### config.mk
export PLATFORM = sky130hd
export DESIGN_NAME = flag_reg_unit
export DESIGN_NICKNAME = d
export VERILOG_FILES = /design/src/rtl/flag_reg_unit_pkg.sv /design/src/rtl/flag_reg_unit_cond_eval.sv /design/src/rtl/flag_reg_unit.sv
export SDC_FILE = /design/constraint.sdc
export NUM_CORES = 1
export LEC_CHECK = 0
export BUFFER_PORTS_ARGS = -buffer_cell sky130_fd_sc_hd__buf_2
export CAP_MARGIN = 15
export CORE_ASPECT_RATIO = 1.25
export CORE_MARGIN = 5
export CORE_UTILIZATION = 40
export DETAILED_ROUTE_END_ITERATION = 7
export PLACE_DENSITY = 0.72
export SLEW_MARGIN = 20
export SYNTH_ARGS = -nofsm -noshare
export SYNTH_HDL_FRONTEND = slang
export SYNTH_SLANG_ARGS = --single-unit
### constraint.sdc
create_clock -name clk -period 2.5 [get_ports clk]
set_input_delay 0.375 -clock clk [delete_from_list [all_inputs] [get_ports clk]]
set_output_delay 0.375 -clock clk [all_outputs]
set_load 0.02 [all_outputs]
### src/rtl/flag_reg_unit_pkg.sv
// ============================================================================
// flag_reg_unit_pkg : flag layout and branch condition encodings shared by the
//                     flag register, the decoder and the ALU.
// Revision: 1.0
// ============================================================================
`default_nettype none

package flag_reg_unit_pkg;

    localparam int FR_FLAG_W = 4;
    localparam int COND_W    = 4;

    localparam int FLAG_N = 3;
    localparam int FLAG_Z = 2;
    localparam int FLAG_C = 1;
    localparam int FLAG_V = 0;

    typedef enum logic [COND_W-1:0] {
        COND_AL = 4'd0,
        COND_EQ = 4'd1,
        COND_NE = 4'd2,
        COND_CS = 4'd3,
        COND_CC = 4'd4,
        COND_MI = 4'd5,
        COND_PL = 4'd6,
        COND_VS = 4'd7,
        COND_VC = 4'd8,
        COND_HI = 4'd9,
        COND_LS = 4'd10,
        COND_GE = 4'd11,
        COND_LT = 4'd12,
        COND_GT = 4'd13,
        COND_LE = 4'd14,
        COND_NV = 4'd15
    } cond_e;

endpackage

`default_nettype wire

### src/rtl/flag_reg_unit_cond_eval.sv
// ============================================================================
// cond_eval : combinational branch condition decode against a flag vector.
// Revision: 1.0
// ============================================================================
`default_nettype none

module cond_eval
    import flag_reg_unit_pkg::*;
(
    input  logic [FR_FLAG_W-1:0] flags,
    input  logic [COND_W-1:0]    cond,
    output logic                 cond_true
);

    logic n_flag;
    logic z_flag;
    logic c_flag;
    logic v_flag;

    assign n_flag = flags[FLAG_N];
    assign z_flag = flags[FLAG_Z];
    assign c_flag = flags[FLAG_C];
    assign v_flag = flags[FLAG_V];

    always_comb begin
        cond_true = 1'b0;
        case (cond)
            COND_AL: cond_true = 1'b1;
            COND_EQ: cond_true = z_flag;
            COND_NE: cond_true = !z_flag;
            COND_CS: cond_true = c_flag;
            COND_CC: cond_true = !c_flag;
            COND_MI: cond_true = n_flag;
            COND_PL: cond_true = !n_flag;
            COND_VS: cond_true = v_flag;
            COND_VC: cond_true = !v_flag;
            COND_HI: cond_true = c_flag && !z_flag;
            COND_LS: cond_true = !c_flag || z_flag;
            COND_GE: cond_true = (n_flag == v_flag);
            COND_LT: cond_true = (n_flag != v_flag);
            COND_GT: cond_true = !z_flag && (n_flag == v_flag);
            COND_LE: cond_true = z_flag || (n_flag != v_flag);
            COND_NV: cond_true = 1'b0;
            default: cond_true = 1'b0;
        endcase
    end

endmodule

`default_nettype wire

### src/rtl/flag_reg_unit.sv
// ============================================================================
// flag_reg_unit : masked N/Z/C/V flag register with a LIFO shadow stack for
//                 interrupt save/restore and a branch condition evaluator.
// Revision: 1.0
// ============================================================================
`default_nettype none

module flag_reg_unit
    import flag_reg_unit_pkg::*;
#(
    parameter int FR_FLAG_W = 4,
    parameter int DEPTH     = 4
) (
    input  logic                         clk,
    input  logic                         rst,
    input  logic [FR_FLAG_W-1:0]         alu_flags,
    input  logic                         flag_we,
    input  logic [FR_FLAG_W-1:0]         flag_mask,
    input  logic                         push,
    input  logic                         pop,
    input  logic                         err_clr,
    input  logic [COND_W-1:0]            cond,
    output logic [FR_FLAG_W-1:0]         flags,
    output logic                         cond_true,
    output logic [$clog2(DEPTH+1)-1:0]   depth,
    output logic                         stack_full,
    output logic                         stack_empty,
    output logic                         stack_err
);

    localparam int DEPTH_W = $clog2(DEPTH + 1);
    localparam int PTR_W   = (DEPTH > 1) ? $clog2(DEPTH) : 1;

    logic [FR_FLAG_W-1:0] flags_q, flags_d;
    logic [DEPTH_W-1:0]   depth_q, depth_d;
    logic                 err_q, err_d;
    logic [FR_FLAG_W-1:0] stack_q [DEPTH];

    logic                 full_w;
    logic                 empty_w;
    logic                 push_ok;
    logic                 pop_ok;
    logic                 err_set;
    logic [DEPTH_W-1:0]   rd_cnt;
    logic [PTR_W-1:0]     wr_idx;
    logic [PTR_W-1:0]     rd_idx;
    logic [FR_FLAG_W-1:0] masked_flags;

    assign full_w  = (depth_q == DEPTH_W'(DEPTH));
    assign empty_w = (depth_q == '0);

    // A simultaneous push/pop is rejected outright; only a lone legal request moves the stack.
    assign push_ok = push && !pop && !full_w;
    assign pop_ok  = pop && !push && !empty_w;
    assign err_set = (push && pop) || (push && full_w) || (pop && empty_w);

    assign rd_cnt = depth_q - DEPTH_W'(1);
    assign wr_idx = depth_q[PTR_W-1:0];
    assign rd_idx = rd_cnt[PTR_W-1:0];

    assign masked_flags = (flags_q & ~flag_mask) | (alu_flags & flag_mask);

    always_comb begin
        flags_d = flags_q;
        depth_d = depth_q;
        err_d   = err_q;

        if (pop_ok) begin
            flags_d = stack_q[rd_idx];
        end else if (flag_we) begin
            flags_d = masked_flags;
        end

        if (push_ok) begin
            depth_d = depth_q + DEPTH_W'(1);
        end else if (pop_ok) begin
            depth_d = rd_cnt;
        end

        if (err_set) begin
            err_d = 1'b1;
        end else if (err_clr) begin
            err_d = 1'b0;
        end
    end

    always_ff @(posedge clk or posedge rst) begin
        if (rst) begin
            flags_q <= '0;
            depth_q <= '0;
            err_q   <= 1'b0;
        end else begin
            flags_q <= flags_d;
            depth_q <= depth_d;
            err_q   <= err_d;
        end
    end

    // Saved entries hold the pre-update flags; contents are don't-care after reset.
    always_ff @(posedge clk) begin
        if (push_ok) begin
            stack_q[wr_idx] <= flags_q;
        end
    end

    cond_eval u_cond_eval (
        .flags     (flags_q),
        .cond      (cond),
        .cond_true (cond_true)
    );

    assign flags       = flags_q;
    assign depth       = depth_q;
    assign stack_full  = full_w;
    assign stack_empty = empty_w;
    assign stack_err   = err_q;

endmodule

`default_nettype wire

==> tab_implementation.tex <==
\begin{tabular}{lr}
\hline
Metric & Value \\
\hline
\multicolumn{2}{l}{\textbf{Global routing}} \\
\quad GRT Util Overall & 0.1366 \\
\quad Maximum number of pins on one net before global-route repair & 15 \\
\quad Remaining Overflow, GRT & 0 \\
\quad Vias in the first global route & 897 \\
\quad Initial antenna violation count & 0 \\
\quad Wire length of the first global-routing pass & 4367 um \\
\multicolumn{2}{l}{\textbf{Timing}} \\
\quad Final-report setup violation count & 0 \\
\quad Final-report hold violation count & 0 \\
\quad Setup TNS after final layout & 0 ns \\
\quad Transition time at the pin with the least slew margin & roughly 0.38 ns \\
\quad Final critical delay including setup and external delays & $\sim$2.4 ns \\
\quad Worst Skew & 0.001411 ns \\
\quad Unrepaired setup endpoints after global routing & no \\
\quad Upper clock frequency limit & 420.0 MHz \\
\quad Slew Viols, Final & 0 \\
\quad Slew headroom & 0.7451 \\
\quad Post-route clock period utilization & 0.9524 \\
\multicolumn{2}{l}{\textbf{Outcome}} \\
\quad Run status & finished clean \\
\multicolumn{2}{l}{\textbf{Yosys}} \\
\quad Post-synthesis cell area & 1294 um\^{}2 \\
\quad Syn avg cell area & roughly 12 um\^{}2 \\
\quad \#FFs+latches synth & 24 \\
\quad Warnings, synthesis & 0 \\
\quad Most used flip-flop cell after synthesis & edfxtp\_1 \\
\quad Biggest area contributors in the synthesized netlist & edfxtp\_1 37\%, dfrtp\_1 15\%, mux4\_2 7.0\% \\
\quad Share of async-settable or async-resettable flops after synthesis & 0.3333 \\
\quad Post-synthesis sequential area ratio & 0.5261 \\
\quad Area share of the largest cell type after synthesis & 0.3714 \\
\quad Largest area contributor in the netlist & edfxtp\_1 \\
\quad Count of flip-flops with a built-in enable after synthesis & 16 \\
\quad Number of standard cells after synthesis & roughly 100 \\
\quad Number of distinct library cell variants in the gate-level netlist after synthesis & 35 \\
\quad Net Count, Synth & roughly 130 \\
\multicolumn{2}{l}{\textbf{Clock network}} \\
\quad TritonCTS clock tree & yes \\
\quad Post-CTS setup buffers & 0 \\
\quad Clock transition time at the flip-flop clock pins of the worst setup and hold paths & approximately 0.080 ns \\
\quad Clock net sink count & 24 \\
\quad Number of buffers created by CTS & 3 \\
\quad Post-cts sizing count & 0 \\
\quad Cell chosen for the clock root & clkbuf\_8 \\
\quad Insertion delay to the later sink of the worst-skew pair & around 0.27 ns \\
\quad Htree depth & 1 \\
\quad Maximum number of buffers from clock root to sink & 2 \\
\quad Hold bufs inserted after CTS & 0 \\
\multicolumn{2}{l}{\textbf{Final layout}} \\
\quad Core occupancy in the finished layout & 0.4794 \\
\quad Area taken by multi-input logic gates & roughly 540 um\^{}2 \\
\quad Fraction of layout instances using a drive strength above 1 & 0.3206 \\
\quad Total Nets Final & 155 \\
\quad Leading cell type in the layout, fill and taps excluded & buf\_2 \\
\quad Antenna diode count & 0 \\
\quad Fillers & 299 \\
\quad Footprint of the flip-flops and latches & a little under 700 um\^{}2 \\
\quad Synth-to-layout area growth & 17.31\% \\
\quad Commonest cells after routing, fill and taps aside & 28 x buf\_2, 16 x edfxtp\_1, 11 x nand2\_1 \\
\multicolumn{2}{l}{\textbf{Critical path}} \\
\quad Critical path endpoint category & output port \\
\quad Type of element launching the critical path & flip-flop \\
\quad Crit-path cells & xor2\_1 -> mux2\_2 -> or4\_1 -> nand4\_1 -> buf\_2 \\
\quad Critical path data required time & between 2 and 2.5 ns \\
\quad Critical path class & flip-flop to output port \\
\quad Delay of the slowest cell on the worst path & around 0.51 ns \\
\quad Cell with the largest stage delay on the worst path & dfrtp\_1 \\
\quad Arrival time at the worst endpoint & around 2.0 ns \\
\quad Highest fanout seen on the critical path & 12 \\
\multicolumn{2}{l}{\textbf{Pwr}} \\
\quad Post-route total power & $\sim$0.0017 W \\
\quad Power density of the placed cells & 1143 nW/um\^{}2 \\
\quad Peak ir drop on the vdd network & around 0.00047 V \\
\quad Leakage power total & 0.6549 nW \\
\multicolumn{2}{l}{\textbf{Route}} \\
\quad Number of search-and-repair iterations in the first detailed-routing pass & 4 \\
\quad Total Wirelength & between 2000 and 3000 um \\
\quad Starting DRC count in detailed routing & 21 \\
\quad Final ANT Viol Nets & 0 \\
\quad DRC violations left & 0 \\
\quad Routed via count divided by cell count & around 5.3 \\
\quad Count of vias placed by the detailed router & about 900 \\
\quad Detail-routed net length per standard cell & $\sim$16 um \\
\multicolumn{2}{l}{\textbf{Die}} \\
\quad Die width & 60.87 um \\
\quad Initial core utilization & 0.4087 \\
\quad Vert. Die Dim & 73.59 um \\
\quad Number of cell rows & 23 \\
\quad Die area & around 4500 um\^{}2 \\
\quad Core area & 3166 um\^{}2 \\
\quad Ports & 29 \\
\multicolumn{2}{l}{\textbf{Placement}} \\
\quad Port-buffer cells & 28 \\
\quad Final weighted congestion of routability-driven global placement & roughly 0.75 \\
\quad Detail Placement HPWL & 2008 um \\
\multicolumn{2}{l}{\textbf{Flow run}} \\
\quad Maximum Capacitance Violations & 0 \\
\multicolumn{2}{l}{\textbf{Hold path}} \\
\quad HP Class & primary input to asynchronous set/reset pin \\
\hline
\end{tabular}
## cells by family after synthesis
logic type      after synthesis  synth area share
simple gates                 32            0.1373
flops                        24            0.5261
compound gates               14           0.07641
buf+inv                      14           0.05803
mux                          12            0.1335
fa+ha+maj                     5           0.04836
xor+xnor                      3           0.02031
## area by class of cell
cell class / count / area share
clock buffer: 3 / 0.02721
clock inverter: 1 / 0.01979
inverter: 7 / 0.01731
multi-input combinational: 66 / 0.3545
sequential: 24 / 0.4485
tap: 37 / 0.03050
timing repair buffer: 30 / 0.1022
## synthesized netlist by cell type (all sizes together), types with 3 or more instances
cell type   n
nor2        3
nand2      11
edfxtp     16
o21ai       6
and2        4
ha          5
mux4        4
mux2i       6
buf         3
inv         7
clkbuf      3
nor2b       3
dfrtp       8
## metal layers
layer	up-vias	track usage	wire, um
li1	431	-	-
met1	422	0.1689	1115
met2	35	0.2188	1252
met3	5	0.02460	180
met4	0	0.07952	70
met5	-	0	0
## worst max-delay path: cells and delay by family (launching register included)
family	cells	cell delay, ns
AND/OR/NAND/NOR	2	0.56
flip-flops	1	0.51
multiplexers	1	0.29
XOR/XNOR	1	0.21
buffers and inverters	1	0.16
## where the power goes
part / internal, W / leakage, nW / switching (W)
Clock: 0.000214 / 0.0357 / 0.000120
Sequential: 0.000562 / 0.241 / 0.000121
Combinational: 0.000319 / 0.378 / 0.000398
## stage by stage
stage	std cells	cell area, um^2	worst slack [ns]	hold WS (ns)
6_report	168	1518	0.1190	0.06685
5_1_grt	168	1518	0.01634	0.07447
4_1_cts	168	1518	0.1078	0.07487
3_5_place_dp	164	1446	0.4177	0.3703
3_3_place_gp	164	1446	0.4582	0.3484
2_1_floorplan	104	1294	0.2471	0.1907
## worst paths after layout
path	startpoint	endpoint	slack (ns)	cells past startpoint
setup reg to reg	depth[1]	stack_q[1][2]	0.73	5
min in group clk	push	stack_err	0.38	2
setup / recovery	flip-flop	cond_true	0.12	5
hold / removal	rst	depth[0]	0.07	2
hold reg to reg	depth[2]	depth[2]	0.57	1
max in group asynchronous	rst	asynchronous set/reset pin	2.17	2
(Power assumes the default switching activity.)
